File: src/rtl/spi_pkg.sv
// Shared types and helpers for the SPI master: FSM states, latched mode bits
// and the width rule for the slave-select index port.
package spi_pkg;

  typedef enum logic [2:0] {IDLE, SETUP, XFER, HOLD, PAUSE} state_t;

  typedef struct packed {
    logic cpol;
    logic cpha;
    logic lsb_first;
    logic cont;
  } spi_mode_t;

  function automatic int ss_idx_width(input int ss_width);
    return (ss_width > 1) ? $clog2(ss_width) : 1;
  endfunction

endpackage

File: src/rtl/spi_clk_gen.sv
// Half-period timer for the SPI master: emits a one-cycle tick every
// load_val+1 cycles, restarted on each FSM state entry.
module spi_clk_gen #(
  parameter int div_width = 8
) (
  input  logic                 clk,
  input  logic                 rst,
  input  logic                 hold,
  input  logic                 reload,
  input  logic [div_width-1:0] load_val,
  output logic                 tick
);

  logic [div_width-1:0] cnt_q, cnt_d;

  always_comb begin
    cnt_d = cnt_q - 1'b1;
    if (hold || reload || (cnt_q == '0)) begin
      cnt_d = load_val;
    end
  end

  always_ff @(posedge clk) begin
    if (rst) begin
      cnt_q <= '0;
    end else begin
      cnt_q <= cnt_d;
    end
  end

  assign tick = !hold && (cnt_q == '0);

endmodule

File: src/rtl/spi_controller.sv
// SPI master with runtime CPOL/CPHA, bit order and SCLK divider, one-hot
// active-low slave selects and a continuous (SS-held) multi-word mode.
module spi_controller
  import spi_pkg::*;
#(
  parameter int word_width = 8,
  parameter int SS_width   = 1,
  parameter int div_width  = 8
) (
  input  logic                                clk,
  input  logic                                rst,
  input  logic                                start,
  input  logic [word_width-1:0]               data_in,
  input  logic [ss_idx_width(SS_width)-1:0]   ss_index,
  input  logic                                cpol,
  input  logic                                cpha,
  input  logic                                lsb_first,
  input  logic                                cont,
  // 'release' is a reserved word in SystemVerilog
  input  logic                                release_req,
  input  logic [div_width-1:0]                clk_div,
  output logic                                busy,
  output logic                                done,
  output logic [word_width-1:0]               data_out,
  output logic                                SCLK,
  output logic                                MOSI,
  input  logic                                MISO,
  output logic [SS_width-1:0]                 SS
);

  localparam int IW = ss_idx_width(SS_width);
  localparam int EW = $clog2(2 * word_width + 1);

  state_t                state_q, state_d;
  spi_mode_t             mode_q, mode_d;
  logic [div_width-1:0]  div_q, div_d;
  logic [word_width-1:0] tx_q, tx_d;
  logic [word_width-1:0] rx_q, rx_d;
  logic [word_width-1:0] dout_q, dout_d;
  logic [EW-1:0]         edge_q, edge_d;
  logic                  sclk_q, sclk_d;
  logic                  mosi_q, mosi_d;
  logic                  busy_q, busy_d;
  logic                  done_q, done_d;
  logic [SS_width-1:0]   ss_q, ss_d;
  logic [SS_width-1:0]   ss_decode;
  logic                  tick;
  logic                  accept;
  logic                  last_edge;
  logic                  sample_edge;

  // Out-of-range indices decode to no selected slave.
  for (genvar gi = 0; gi < SS_width; gi++) begin : g_ss
    assign ss_decode[gi] = (ss_index != IW'(gi));
  end

  // The done cycle is excluded so a start there is not mistaken for a new word.
  assign accept      = start && !busy_q && !done_q && ((state_q == IDLE) || (state_q == PAUSE));
  assign last_edge   = (edge_q == EW'(2 * word_width - 1));
  assign sample_edge = (edge_q[0] == mode_q.cpha);

  spi_clk_gen #(.div_width(div_width)) u_clk_gen (
    .clk      (clk),
    .rst      (rst),
    .hold     ((state_q == IDLE) || (state_q == PAUSE)),
    .reload   (state_d != state_q),
    .load_val (div_d),
    .tick     (tick)
  );

  always_ff @(posedge clk) begin
    if (rst) begin
      state_q <= IDLE;
    end else begin
      state_q <= state_d;
    end
  end

  always_comb begin
    state_d = state_q;
    unique case (state_q)
      IDLE:  if (accept) state_d = SETUP;
      SETUP: if (tick) state_d = XFER;
      XFER:  if (tick && last_edge) state_d = HOLD;
      HOLD:  if (tick) state_d = mode_q.cont ? PAUSE : IDLE;
      PAUSE: begin
        if (accept) begin
          state_d = XFER;
        end else if (release_req && !done_q) begin
          state_d = IDLE;
        end
      end
      default: state_d = IDLE;
    endcase
  end

  always_comb begin
    mode_d = mode_q;
    div_d  = div_q;
    tx_d   = tx_q;
    rx_d   = rx_q;
    dout_d = dout_q;
    edge_d = edge_q;
    sclk_d = sclk_q;
    mosi_d = mosi_q;
    busy_d = busy_q;
    done_d = 1'b0;
    ss_d   = ss_q;

    if (accept) begin
      mode_d.cpha      = cpha;
      mode_d.lsb_first = lsb_first;
      mode_d.cont      = cont;
      busy_d           = 1'b1;
      edge_d           = '0;
      tx_d             = data_in;
      if (state_q == IDLE) begin
        mode_d.cpol = cpol;
        div_d       = clk_div;
        sclk_d      = cpol;
        ss_d        = ss_decode;
      end
      // With cpha=0 the first bit must be on the line before the first edge.
      if (!cpha) begin
        mosi_d = lsb_first ? data_in[0] : data_in[word_width-1];
        tx_d   = lsb_first ? (data_in >> 1) : (data_in << 1);
      end
    end

    if ((state_q == XFER) && tick) begin
      sclk_d = ~sclk_q;
      edge_d = edge_q + 1'b1;
      if (sample_edge) begin
        if (mode_q.lsb_first) begin
          rx_d = {MISO, rx_q[word_width-1:1]};
        end else begin
          rx_d = {rx_q[word_width-2:0], MISO};
        end
      end else if (!last_edge) begin
        mosi_d = mode_q.lsb_first ? tx_q[0] : tx_q[word_width-1];
        tx_d   = mode_q.lsb_first ? (tx_q >> 1) : (tx_q << 1);
      end
    end

    if ((state_q == HOLD) && tick) begin
      done_d = 1'b1;
      busy_d = 1'b0;
      dout_d = rx_q;
      if (!mode_q.cont) begin
        ss_d = '1;
      end
    end

    if ((state_q == PAUSE) && !accept && release_req && !done_q) begin
      ss_d = '1;
    end
  end

  always_ff @(posedge clk) begin
    if (rst) begin
      mode_q <= '0;
      div_q  <= '0;
      tx_q   <= '0;
      rx_q   <= '0;
      dout_q <= '0;
      edge_q <= '0;
      sclk_q <= 1'b0;
      mosi_q <= 1'b0;
      busy_q <= 1'b0;
      done_q <= 1'b0;
      ss_q   <= '1;
    end else begin
      mode_q <= mode_d;
      div_q  <= div_d;
      tx_q   <= tx_d;
      rx_q   <= rx_d;
      dout_q <= dout_d;
      edge_q <= edge_d;
      sclk_q <= sclk_d;
      mosi_q <= mosi_d;
      busy_q <= busy_d;
      done_q <= done_d;
      ss_q   <= ss_d;
    end
  end

  assign busy     = busy_q;
  assign done     = done_q;
  assign data_out = dout_q;
  assign SCLK     = sclk_q;
  assign MOSI     = mosi_q;
  assign SS       = ss_q;

endmodule

File: config.mk
export PLATFORM = sky130hd
export DESIGN_NAME = spi_controller
export DESIGN_NICKNAME = d
export VERILOG_FILES = /design/src/rtl/spi_pkg.sv /design/src/rtl/spi_clk_gen.sv /design/src/rtl/spi_controller.sv
export SDC_FILE = /design/constraint.sdc
export NUM_CORES = 1
export LEC_CHECK = 0
export CORE_UTILIZATION = 34
export CTS_CLUSTER_DIAMETER = 50
export CTS_CLUSTER_SIZE = 20
export DETAILED_ROUTE_END_ITERATION = 8
export PLACE_DENSITY = 0.57
export SYNTH_ARGS = -nofsm -noshare
export SYNTH_HDL_FRONTEND = slang
export SYNTH_SLANG_ARGS = --single-unit
File: constraint.sdc
create_clock -name clk -period 5 [get_ports clk]
set_input_delay 1.25 -clock clk [delete_from_list [all_inputs] [get_ports clk]]
set_output_delay 1.25 -clock clk [all_outputs]
set_load 0.05 [all_outputs]
==> qor.yml <==
clock_tree:
  path_clk_slew_ns: 0.11
  cts_sinks: 56
  clockRootBuffer: "clkbuf_8"
  clock_path_buffers: 2
  ctsHoldBuffers: 0
  clkLatencyLatePin_ns: 0.31
  cts_resized: 0
  postCtsSetupBuffers: 0
  cts_tree: "done"
  htreeDepth: 2
  cts_buffers: 5
sta:
  relSlewSlack_pct: 32.2
  rsz0062_at_grt: "false"
  setup_tns_ns: 0
  finClkSkew_ns: 0.0154
  tightest_slew_ns: 1.01
  finalHoldViolCount: 0
  slew_violations: 0
  fmax_mhz: 319
  min_period_ns: 3.13
  period_share_pct: 62.7
  setup_violations: 0
final_layout:
  drive_gt1_share_pct: 5.79
  syn2layout_area_growth_pct: 18.6
  diodes: 0
  multiInputGateArea_sq_um: 1540
  nets: 357
  post-route-cell-area_sq_um: 3300
  fillCellCount: 785
  area.sequential_sq_um: 1120
worst_setup_path:
  crit_type: "in -> reg"
  worst_r2r_path_depth: 7
  critPathBufInv: 1
  required_ns: 5.22
  max_stage_delay_ns: 0.69
  cp.arrival_ns: 3.35
  crit_path_frequent_cell: "nor2_1"
  crit_chain: "clkdlybuf4s50_1 > or3b_2 > nor2_1 > nor2_1 > o41ai_1"
  r2r_setup_slack_ns: 2.50
  cp_slowest_cell: "nor2_1"
  rr_startpoint: "edge_q[0]"
  path_delay_family: "simple AND/OR/NAND/NOR gates"
  crit_fanout: 13
  cp-end-kind: "flip-flop"
  r2r_end: "tx_q[6]"
  startpoint_type: "input port"
worst_hold_path:
  hold_class: "reg -> reg"
  worstHoldStart: "edge_q[4]"
  min_to: "edge_q[4]"
  whs_path_depth: 2
synthesis:
  synth_top_family_by_area: "compound AO/OA/AOI/OAI gates"
  synth_xor_area_share_pct: 1.58
  ys_ff_latch: 56
  ys_seq_area_share_pct: 40.4
  avgSynthCellArea_sq_um: 9.14
  syn_area_sq_um: 2780
  synthArstFlopShare_pct: 0
  synthAdderAreaFrac_pct: 1.80
  synthMuxAreaShare_pct: 14.1
  synth_ff_type: "dfxtp_1"
  syn-num-nets: 334
  syn_inst: 304
  synth_compound_area_share_pct: 20.9
  synth_edf_count: 0
  yosys.area_share.simple_pct: 17.0
  yosysUniqueCellTypes: 48
  ys_warn_count: 0
route:
  wl_per_cell_um: 15.0
  drt-pass1-iter-count: 4
  route.detailed.drc: 0
  vias_per_cell: 5.40
  vias: 2322
  ant_nets: 0
  drtIter0Drc: 151
  postRouteWirelength_mm: 6.44
floorplan:
  die_width_um: 92.4
  io_pins: 39
  design.core.area_sq_um: 7810
  die_area_sq_um: 8530
  die_h_um: 92.4
  initial_utilization_pct: 35.6
  fp-row-count: 32
place:
  dpl-instance-area_sq_um: 3200
  place_congestion: 0.745
  io_buffers: 38
  hpwl_mm: 4.38
global_routing:
  grt_pass1_wl_mm: 11.1
  grt_max_degree: 39
  grt_pass1_vias: 2261
  antenna_found_initial: 0
  grt_overflow: 0
  grt_use_total_pct: 16.0
pwr:
  p_switching_mw: 0.599
  intPower_mw: 0.879
  power_per_cell_area_nw_per_um2: 449
  ir_drop_mv: 0.256
  total_leakage_power_nw: 1.13
  p_clk_share_pct: 17.2
  swShare_pct: 40.5
  power_frac_seq_pct: 42.7
  pwr-share-comb_pct: 40.1
status:
  status: "finished, final reports clean"
job:
  max-cap-violations: 0
state kept, by name (all words and copies together) (netlist names):
signal,cells
data_out,8
div_q,8
rx_q,8
tx_q,8
u_clk_gen.cnt_q,8
edge_q,5
mode_q,3
state_q,3
MOSI,1
SCLK,1
SS,1
busy,1
done,1
worst max-delay path by stage:
stage                     startpoint                 end  cells past startpoint
after floorplan                start  u_clk_gen.cnt_q[2]                      5
after global placement         start             tx_q[7]                      5
after detailed placement       start             tx_q[7]                      5
after CTS                      start             tx_q[7]                      5
after global routing           start             tx_q[7]                      5
final                          start             tx_q[7]                      5
through the flow:
step | setup slack (ns) | hold slack (ns) | util [%] | std cells | power (mW)
CTS | 1.85 | 0.473 | 42.2 | 430 | 1.49
finish | 1.87 | 0.470 | 42.2 | 430 | 1.48
floorplan | 2.31 | 0.448 | - | 304 | 1.10
global placement | 1.56 | 0.454 | 41.0 | 422 | 1.22
global route | 1.68 | 0.487 | 42.2 | 430 | 1.58
detailed placement | 1.52 | 0.459 | 41.0 | 422 | 1.23
tightest hold or removal path: stages, from the launching register on:
cell and delay, ns:
dfxtp_1 0.32, nand3_1 0.06, a21oi_1 0.06
area by class of cell:
type                    count  share of cell area, %
multi-input cells         219                   46.8
flip-flops and latches     56                   34.0
repair buffers             41                   12.1
well taps                 102                   3.87
clock buffers               5                   2.09
clock inverters             3                  0.721
inverters                   4                  0.456
kinds of logic after synthesis:
group	after synthesis
compound gates	86
xor+xnor	5
fa+ha+maj	4
buf+inv	29
flops	56
mux	39
simple gates	85
Yosys cell counts (all sizes together), types with 2 or more instances:
| library cell | number | area [sq um] |
|---|---|---|
| nor4 | 4 | 52.6 |
| a21oi | 22 | 110 |
| nand4b | 2 | 17.5 |
| or4 | 4 | 33.8 |
| nand3 | 9 | 45.0 |
| o41ai | 2 | 17.5 |
| o21ai | 9 | 45.0 |
| a21o | 2 | 15.0 |
| nand3b | 4 | 30.0 |
| o21a | 2 | 15.0 |
| clkbuf | 20 | 75.1 |
| nor3 | 2 | 10.0 |
| xnor2 | 4 | 35.0 |
| o31ai | 7 | 52.6 |
| a211o | 3 | 26.3 |
| nor3b | 4 | 30.0 |
| nand2 | 19 | 71.3 |
| a31oi | 2 | 12.5 |
| ha | 4 | 50.1 |
| inv | 4 | 15.0 |
| a211oi | 22 | 165 |
| or3 | 4 | 25.0 |
| mux2i | 39 | 390 |
| a221oi | 2 | 17.5 |
| nand2b | 4 | 25.0 |
| dfxtp | 56 | 1120 |
| buf | 5 | 30.0 |
| nor2 | 23 | 86.3 |
| a21boi | 6 | 45.0 |
routing by layer:
| layer | GRT usage, % | vias to the layer above | part of all wire, % |
|---|---|---|---|
| met5 | 0 | - | 0 |
| met4 | 3.52 | 0 | 0.39 |
| met3 | 2.63 | 2 | 4.1 |
| met2 | 25.5 | 51 | 46 |
| met1 | 22.7 | 1108 | 49 |
| li1 | - | 1161 | - |
power groups by stage:
| stage | Sequential, mW | Clock [mW] | Combinational, mW |
|---|---|---|---|
| final | 0.631 | 0.255 | 0.593 |
| after global routing | 0.647 | 0.279 | 0.657 |
| after CTS | 0.629 | 0.265 | 0.597 |
| after detailed placement | 0.639 | 0 | 0.592 |
| after global placement | 0.636 | 0 | 0.582 |
| after floorplan | 0.619 | 0 | 0.483 |
layout by cell type (no fill, tap or decap), drive strengths merged, types with 5 or more instances in the layout:
master         instances
nor2                  23
mux2i                 39
a211oi                22
o21ai                  9
clkdlybuf4s50         37
nand2                 19
a21boi                 6
nand3                  9
a21oi                 22
clkbuf                 5
dfxtp                 56
o31ai                  7
(Power assumes the default switching activity.)
